<file path="config.mk">
export PLATFORM = sky130hd
export DESIGN_NAME = serial_comparator
export DESIGN_NICKNAME = d
export VERILOG_FILES = /design/src/rtl/comparator_pkg.sv /design/src/rtl/serial_bit_cmp.sv /design/src/rtl/serial_comparator.sv
export SDC_FILE = /design/constraint.sdc
export NUM_CORES = 1
export LEC_CHECK = 0
export ABC_AREA = 1
export CAP_MARGIN = 10
export CORE_MARGIN = 2
export CORE_UTILIZATION = 45
export CTS_CLUSTER_SIZE = 8
export DETAILED_ROUTE_END_ITERATION = 6
export GPL_TIMING_DRIVEN = 0
export PLACE_DENSITY = 0.73
export SYNTH_ARGS = -nofsm -noshare
export SYNTH_HDL_FRONTEND = slang
export SYNTH_SLANG_ARGS = --single-unit
</file>
<file path="constraint.sdc">
create_clock -name clk -period 1.5 [get_ports clk]
set_clock_uncertainty 0.2 [all_clocks]
set_input_delay 0.15 -clock clk [delete_from_list [all_inputs] [get_ports clk]]
set_output_delay 0.15 -clock clk [all_outputs]
set_load 0.02 [all_outputs]
</file>
<file path="src/rtl/comparator_pkg.sv">
// Shared types for the serial magnitude comparator: FSM states and the
// encoded compare result that the top decodes onto ls/gr/eq.
package comparator_pkg;

  typedef enum logic [1:0] {
    IDLE  = 2'd0,
    SHIFT = 2'd1,
    DONE  = 2'd2
  } state_t;

  typedef enum logic [1:0] {
    CMP_NONE = 2'd0,
    CMP_LS   = 2'd1,
    CMP_GR   = 2'd2,
    CMP_EQ   = 2'd3
  } cmp_result_t;

  // Resolve a final result from the sticky decision and the current bit.
  function automatic cmp_result_t resolve(input logic decided, input logic a_greater);
    cmp_result_t r;
    r = CMP_EQ;
    if (decided) r = a_greater ? CMP_GR : CMP_LS;
    return r;
  endfunction

endpackage

</file>
<file path="src/rtl/serial_bit_cmp.sv">
// One-bit MSB-first compare step with a sticky "decided" flag that
// remembers which operand won at the first differing bit.
module serial_bit_cmp (
  input  logic clk,
  input  logic rst,
  input  logic clr,
  input  logic en,
  input  logic a_bit,
  input  logic b_bit,
  output logic decided,
  output logic a_gt,
  output logic diff
);

  assign diff = en && !decided && (a_bit ^ b_bit);

  always_ff @(posedge clk) begin
    if (rst || clr) begin
      decided <= 1'b0;
      a_gt    <= 1'b0;
    end else if (diff) begin
      decided <= 1'b1;
      a_gt    <= a_bit;
    end
  end

endmodule

</file>
<file path="src/rtl/serial_comparator.sv">
// Handshaked MSB-first serial magnitude comparator with one-hot ls/gr/eq.
// Define EARLY_EXIT_EN to finish on the first differing bit (data-dependent latency).
//
// state | meaning
// IDLE  | in_ready=1, waiting for an operand pair
// SHIFT | comparing one bit per cycle, MSB first
// DONE  | out_valid=1, result held until out_ready
module serial_comparator
  import comparator_pkg::*;
#(
  parameter int WIDTH = 8
) (
  input  logic             clk,
  input  logic             rst,
  input  logic             in_valid,
  output logic             in_ready,
  input  logic [WIDTH-1:0] a,
  input  logic [WIDTH-1:0] b,
  output logic             out_valid,
  input  logic             out_ready,
  output logic             ls,
  output logic             gr,
  output logic             eq
);

  localparam int CW = $clog2(WIDTH + 1);
  localparam logic [CW-1:0] LAST = CW'(WIDTH);

  state_t           state;
  cmp_result_t      res;
  cmp_result_t      res_final;
  logic [WIDTH-1:0] sh_a;
  logic [WIDTH-1:0] sh_b;
  logic [CW-1:0]    cnt;
  logic [CW-1:0]    cnt_nxt;
  logic             accept;
  logic             shifting;
  logic             decided;
  logic             dec_gt;
  logic             diff_now;
  logic             finish;

  assign accept   = in_valid && (state == IDLE);
  assign shifting = (state == SHIFT);
  assign cnt_nxt  = cnt + 1'b1;

  serial_bit_cmp u_bit_cmp (
    .clk     (clk),
    .rst     (rst),
    .clr     (accept),
    .en      (shifting),
    .a_bit   (sh_a[WIDTH-1]),
    .b_bit   (sh_b[WIDTH-1]),
    .decided (decided),
    .a_gt    (dec_gt),
    .diff    (diff_now)
  );

  // A decision already latched wins over whatever the current MSB says.
  always_comb begin
    res_final = resolve(decided || diff_now, decided ? dec_gt : sh_a[WIDTH-1]);
  end

`ifdef EARLY_EXIT_EN
  assign finish = shifting && (diff_now || (cnt_nxt == LAST));
`else
  assign finish = shifting && (cnt_nxt == LAST);
`endif

  always_ff @(posedge clk) begin
    if (rst) begin
      state <= IDLE;
      res   <= CMP_NONE;
      sh_a  <= '0;
      sh_b  <= '0;
      cnt   <= '0;
    end else begin
      case (state)
        IDLE: begin
          if (in_valid) begin
            sh_a  <= a;
            sh_b  <= b;
            cnt   <= '0;
            res   <= CMP_NONE;
            state <= SHIFT;
          end
        end
        SHIFT: begin
          sh_a <= sh_a << 1;
          sh_b <= sh_b << 1;
          cnt  <= cnt_nxt;
          if (finish) begin
            res   <= res_final;
            state <= DONE;
          end
        end
        DONE: begin
          if (out_ready) begin
            res   <= CMP_NONE;
            state <= IDLE;
          end
        end
        default: begin
          res   <= CMP_NONE;
          state <= IDLE;
        end
      endcase
    end
  end

  assign in_ready  = (state == IDLE);
  assign out_valid = (state == DONE);
  assign ls        = (res == CMP_LS);
  assign gr        = (res == CMP_GR);
  assign eq        = (res == CMP_EQ);

endmodule

</file>
==> results_dict.tcl, run 1 <==
set metrics [dict create \
    syn_to_final_growth_pct 35.67 \
    hp-class "input port to flip-flop" \
    die_y_um 57.85 \
    cts.path.max_buffers 2 \
    ant_nets 0 \
    cts_tree "done" \
    final_common_cell "nand2_1" \
    syn_nets 204 \
    ys_warn_count 0 \
    drv_slew 0 \
    placedCellCount 238 \
    start_kind "flip-flop" \
    grt-ovfl-total 0 \
    cap_violations 0 \
    drtPass1Iterations 5 \
    hp-start "a[1]" \
    relSlewSlack_pct 82.66 \
    period_needed_ns 1.473 \
    required_ns 1.57 \
    critPathTopFamily "flip-flops" \
    wl_per_cell_um 11.87 \
    endpoint_kind "flip-flop" \
    drc 0 \
    finalWorstSetupSlack_ns 0.02675 \
    finalWirelength_um 3003 \
    fin_crit_sh_pct 98.22 \
    dp_hpwl_um 2045 \
    instances_no_fill 253 \
    slowest_stage "dfxtp_4" \
    power_mw 2.960 \
    cts_root_buf "clkbuf_4" \
    fmax_mhz 678.8 \
    die_w_um 57.85 \
    num_antenna_cells 0 \
    antenna_found_initial 0 \
    io_buffers 24 \
    grt_usage_pct 17.84 \
    worst_pin_slew_ns 0.2593 \
    finalHoldViolCount 0 \
    gp_congestion 0.7816 \
    die_area_um2 3347 \
    ctsHoldBuffers 0 \
    cp.arrival_ns 1.54 \
    ys_ff_latch 26 \
    r2r_slack_ns 0.03 \
    grt_max_degree 16 \
    grt_pass1_wl_um 4719 \
    hold_depth 3 \
    rr_endpoint "sh_a[7]" \
    path_class "flip-flop to flip-flop" \
    std_cell_rows 19 \
    fin_nets 244 \
    core_area_um2 2758 \
    nFillCells 250 \
    dp_slack_ns -0.2375 \
    drt-initial-drc-count 60 \
    p_leak_nw 0.7676 \
    clk_pin_slew_ns 0.15 \
    fin_util_pct 64.20 \
    synth_cells 183 \
    htreeDepth 1 \
    grt_pass1_vias 1191 \
    syn_area_um2 1305 \
    reg2reg_from "state[0]" \
    cp_max_fo 10 \
    postSynthAreaPerCell_um2 7.131 \
    critPathMaxStageDelay_ns 0.40 \
    vdd_drop_max_v 0.001344 \
    cts.sinks 26 \
    whs_endpoint "sh_a[1]" \
    cp_cell_sequence "nor2_4, nand2_4, nand2_4, inv_4, buf_2, a21oi_1" \
    yosysSeqAreaShare_pct 39.88 \
    pin_count 25 \
    tns_ns 0 \
    ff2ff_path_depth 6 \
    cp_common_cell "nand2_4" \
    yosys.cell_types.count 25 \
    setup_viol 0 \
    status "finished clean" \
    via_per_inst 5.079 \
    initial_utilization_pct 47.32 \
    numCtsBuffers 3 \
    power.density_nw_per_um2 1672 \
    drive_gt1_share_pct 23.87 \
    via_count 1285 \
    layout_common_cells "nand2_1 (40), inv_1 (24), dfxtp_1 (22)" \
    clk_latency_ns 0.33 \
    worstPathBufferInverterCount 2 \
]
## per-stage QoR
step | instance area [um^2] | hold slack, ns
floorplan | 1305 | 0.01907
global placement | 1584 | 0.2344
detailed placement | 1584 | 0.2422
CTS | 1634 | 0.1766
global route | 1770 | 0.1888
finish | 1770 | 0.1756
## state kept, by name, summed over array words and instances, names as in the netlist
register	count
u_bit_cmp.a_gt	1
u_bit_cmp.decided	1
state	2
cnt	4
sh_a	8
sh_b	8
res	2
## routing by layer
layer  up-vias  GRT usage, %  share of wire (%)
met1       599         20.76                 43
met2        22         32.95                 53
met5         -             0                  0
li1        662             -                  -
met4         0         3.322               0.60
met3         2         4.688                3.1
## power breakdown
part / total (mW) / internal [mW] / switching [mW]
sequential: 1.03 / 0.897 / 0.129
clock: 0.491 / 0.271 / 0.221
combinational: 1.44 / 0.620 / 0.823
total: 2.96 / 1.79 / 1.17
## Yosys cell counts (all sizes together)
cell type | count | area, um^2
a211oi | 1 | 12.51
a21oi | 21 | 105.1
a31oi | 2 | 12.51
buf | 6 | 57.55
clkinv | 1 | 3.750
dfxtp | 26 | 520.5
ha | 1 | 12.51
inv | 29 | 111.4
nand2 | 47 | 198.9
nand3 | 5 | 25.02
nand3b | 1 | 7.510
nand4 | 1 | 6.260
nor2 | 13 | 68.81
nor3b | 1 | 7.510
o21ai | 28 | 155.1
## layout make-up
class	instances	area, um^2	share of cell area, %
Multi-Input combinational cell	121	651.9	36.82
Sequential cell	26	530.5	29.96
Timing Repair Buffer	35	315.3	17.81
Inverter	30	123.9	6.996
Buffer	6	57.56	3.251
Tap cell	31	38.79	2.191
Clock inverter	1	30.03	1.696
Clock buffer	3	22.52	1.272
## cell families (layout without fill, tap and decap cells)
kind of cell / Yosys count / after routing / synth area share [%]
flip-flops: 26 / 26 / 39.89
buffers and inverters: 36 / 75 / 13.23
AND/OR/NAND/NOR: 68 / 68 / 24.07
AO/OA/AOI/OAI: 52 / 52 / 21.86
adder cells (fa/ha/maj): 1 / 1 / 0.9586
## worst max-delay path by stage
stage | slack (ns) | start | cells after the start | end
floorplan | 0.07 | state[0] | 7 | sh_b[2]
global placement | -0.23 | rst | 5 | cnt[0]
detailed placement | -0.24 | rst | 5 | sh_a[5]
CTS | 0.001 | res[1] | 3 | gr
global route | -0.03 | state[0] | 6 | sh_a[7]
finish | 0.03 | state[0] | 6 | sh_a[7]
## worst register-to-register path, stage by stage, from the launching register on
cell and delay (ns):
dfxtp_4 0.40, nor2_4 0.18, nand2_4 0.09, nand2_4 0.11
inv_4 0.07, buf_2 0.19, a21oi_1 0.18
## what timing repair did
item / in CTS / in global routing
pin swaps: 0 / 4
gates resized for setup: 14 / 22
buffers inserted: 0 / 10
setup endpoints to repair: 8 / 12
gates cloned: 0 / 1
(Power assumes the default switching activity.)
==> run 2, diff against run 1 <==
Settings changed: GPL_TIMING_DRIVEN 0 to unset.
==> results_dict.tcl, run 2 (synthesized netlist as in run 1, its figures left out) <==
set metrics [dict create \
    io_buffers 24 \
    via_count 1229 \
    finalWorstSetupSlack_ns 0.07723 \
    cts_root_buf "clkbuf_4" \
    final_area_um2 1668 \
    grt_pass1_vias 1198 \
    ant_nets 0 \
    period_needed_ns 1.423 \
    drv_slew 0 \
    placedCellCount 243 \
    reg2reg_from "cnt[1]" \
    die_w_um 57.85 \
    std_cell_rows 19 \
    pin_count 25 \
    drc 0 \
    slowest_stage "dfxtp_2" \
    fin_crit_sh_pct 94.85 \
    power.density_nw_per_um2 1612 \
    rr_endpoint "res[1]" \
    htreeDepth 1 \
    grt-ovfl-total 0 \
    ctsHoldBuffers 0 \
    whs_ns 0.1704 \
    die_y_um 57.85 \
    hp-start "a[1]" \
    grt_pass1_wl_um 4636 \
    die_area_um2 3347 \
    place_area_um2 1609 \
    gp_congestion 0.7566 \
    cp.arrival_ns 1.49 \
    setup_viol 0 \
    drt-initial-drc-count 21 \
    cp_common_cell "nand2_1" \
    drtPass1Iterations 4 \
    wl_per_cell_um 10.67 \
    cap_violations 0 \
    via_per_inst 4.936 \
    cp_max_fo 6 \
    cp_cell_sequence "ha_1, nand2_1, inv_1, nor2_2, nor2_2, nand2_2, nand2_1, nand2_1, nor2_1" \
    status "finished clean" \
    cts.sinks 26 \
    initial_utilization_pct 47.32 \
    r2r_slack_ns 0.08 \
    syn_to_final_growth_pct 27.80 \
    cts.path.max_buffers 2 \
    critPathMaxStageDelay_ns 0.37 \
    num_antenna_cells 0 \
    fin_nets 240 \
    start_kind "flip-flop" \
    endpoint_kind "flip-flop" \
    hp-class "input port to flip-flop" \
    clk_latency_ns 0.33 \
    worst_pin_slew_ns 0.2843 \
    drive_gt1_share_pct 20.18 \
    vdd_drop_max_v 0.0008872 \
    dp_slack_ns -0.05253 \
    antenna_found_initial 0 \
    required_ns 1.57 \
    hold_depth 3 \
    path_class "flip-flop to flip-flop" \
    power_mw 2.688 \
    grt_usage_pct 17.30 \
    fmax_mhz 702.9 \
    finalWirelength_um 2657 \
    finalHoldViolCount 0 \
    dp_hpwl_um 2037 \
    ff2ff_path_depth 9 \
    rsz0062_at_grt "yes" \
    numCtsBuffers 3 \
    relSlewSlack_pct 80.84 \
    grt_max_degree 29 \
    reg_top3 "sh_a: 8 flops, sh_b: 8 flops, cnt: 4 flops" \
    instances_no_fill 249 \
    layout_common_cells "nand2_1 (42), inv_1 (27), a21oi_1 (21)" \
    cts_tree "done" \
    whs_endpoint "sh_a[1]" \
    core_area_um2 2758 \
    final_common_cell "nand2_1" \
    p_leak_nw 0.7452 \
    clk_pin_slew_ns 0.15 \
]
[run 2: per-stage QoR]
step                util [%]   TNS (ns)
finish                 60.48          0
global route           60.48   -0.01642
CTS                    60.34  -0.001027
detailed placement     58.35    -0.1772
global placement       58.35          0
floorplan                  -          0
[run 2: report_power, final]
group | total (mW) | internal [mW] | switching (mW)
logic | 1.20 | 0.464 | 0.739
registers | 1.00 | 0.898 | 0.104
clock network | 0.483 | 0.270 | 0.213
total | 2.69 | 1.63 | 1.06
[run 2: cell type report]
| cell class | count | area (um^2) |
|---|---|---|
| well taps | 31 | 38.79 |
| repair buffers | 37 | 316.6 |
| inverters | 30 | 117.6 |
| flip-flops and latches | 26 | 530.5 |
| clock buffers | 3 | 22.52 |
| clock inverters | 1 | 30.03 |
| multi-input cells | 121 | 611.8 |
| fillers | 262 | 1090 |
[run 2: worst max path at each step]
stage	startpoint	end	slack (ns)
floorplan	state[0]	sh_b[2]	0.07
global placement	state[1]	out_valid	0.002
detailed placement	in_valid	res[1]	-0.05
CTS	state[1]	out_valid	-0.001
global route	cnt[0]	res[1]	-0.02
finish	cnt[1]	res[1]	0.08
[run 2: layer usage]
layer | track usage [%] | share of wire [%] | vias to the layer above
met4 | 6.645 | 0.87 | 0
met5 | 0 | 0 | -
met3 | 2.455 | 2.3 | 4
met1 | 19.67 | 45 | 561
li1 | - | - | 651
met2 | 32.31 | 51 | 13
[run 2: critical path: cells and delay by family, from the launching register on]
kind                       cells  cell delay, ns
buffers and inverters          1            0.08
and+or+nand+nor                7            0.57
adders and majority gates      1            0.15
DFF                            1            0.37
[run 2: repair_timing]
item,in CTS,in global routing
endpoints found under the setup margin,11,14
gates resized for setup,17,14
setup buffers,0,2
pin swaps,0,0
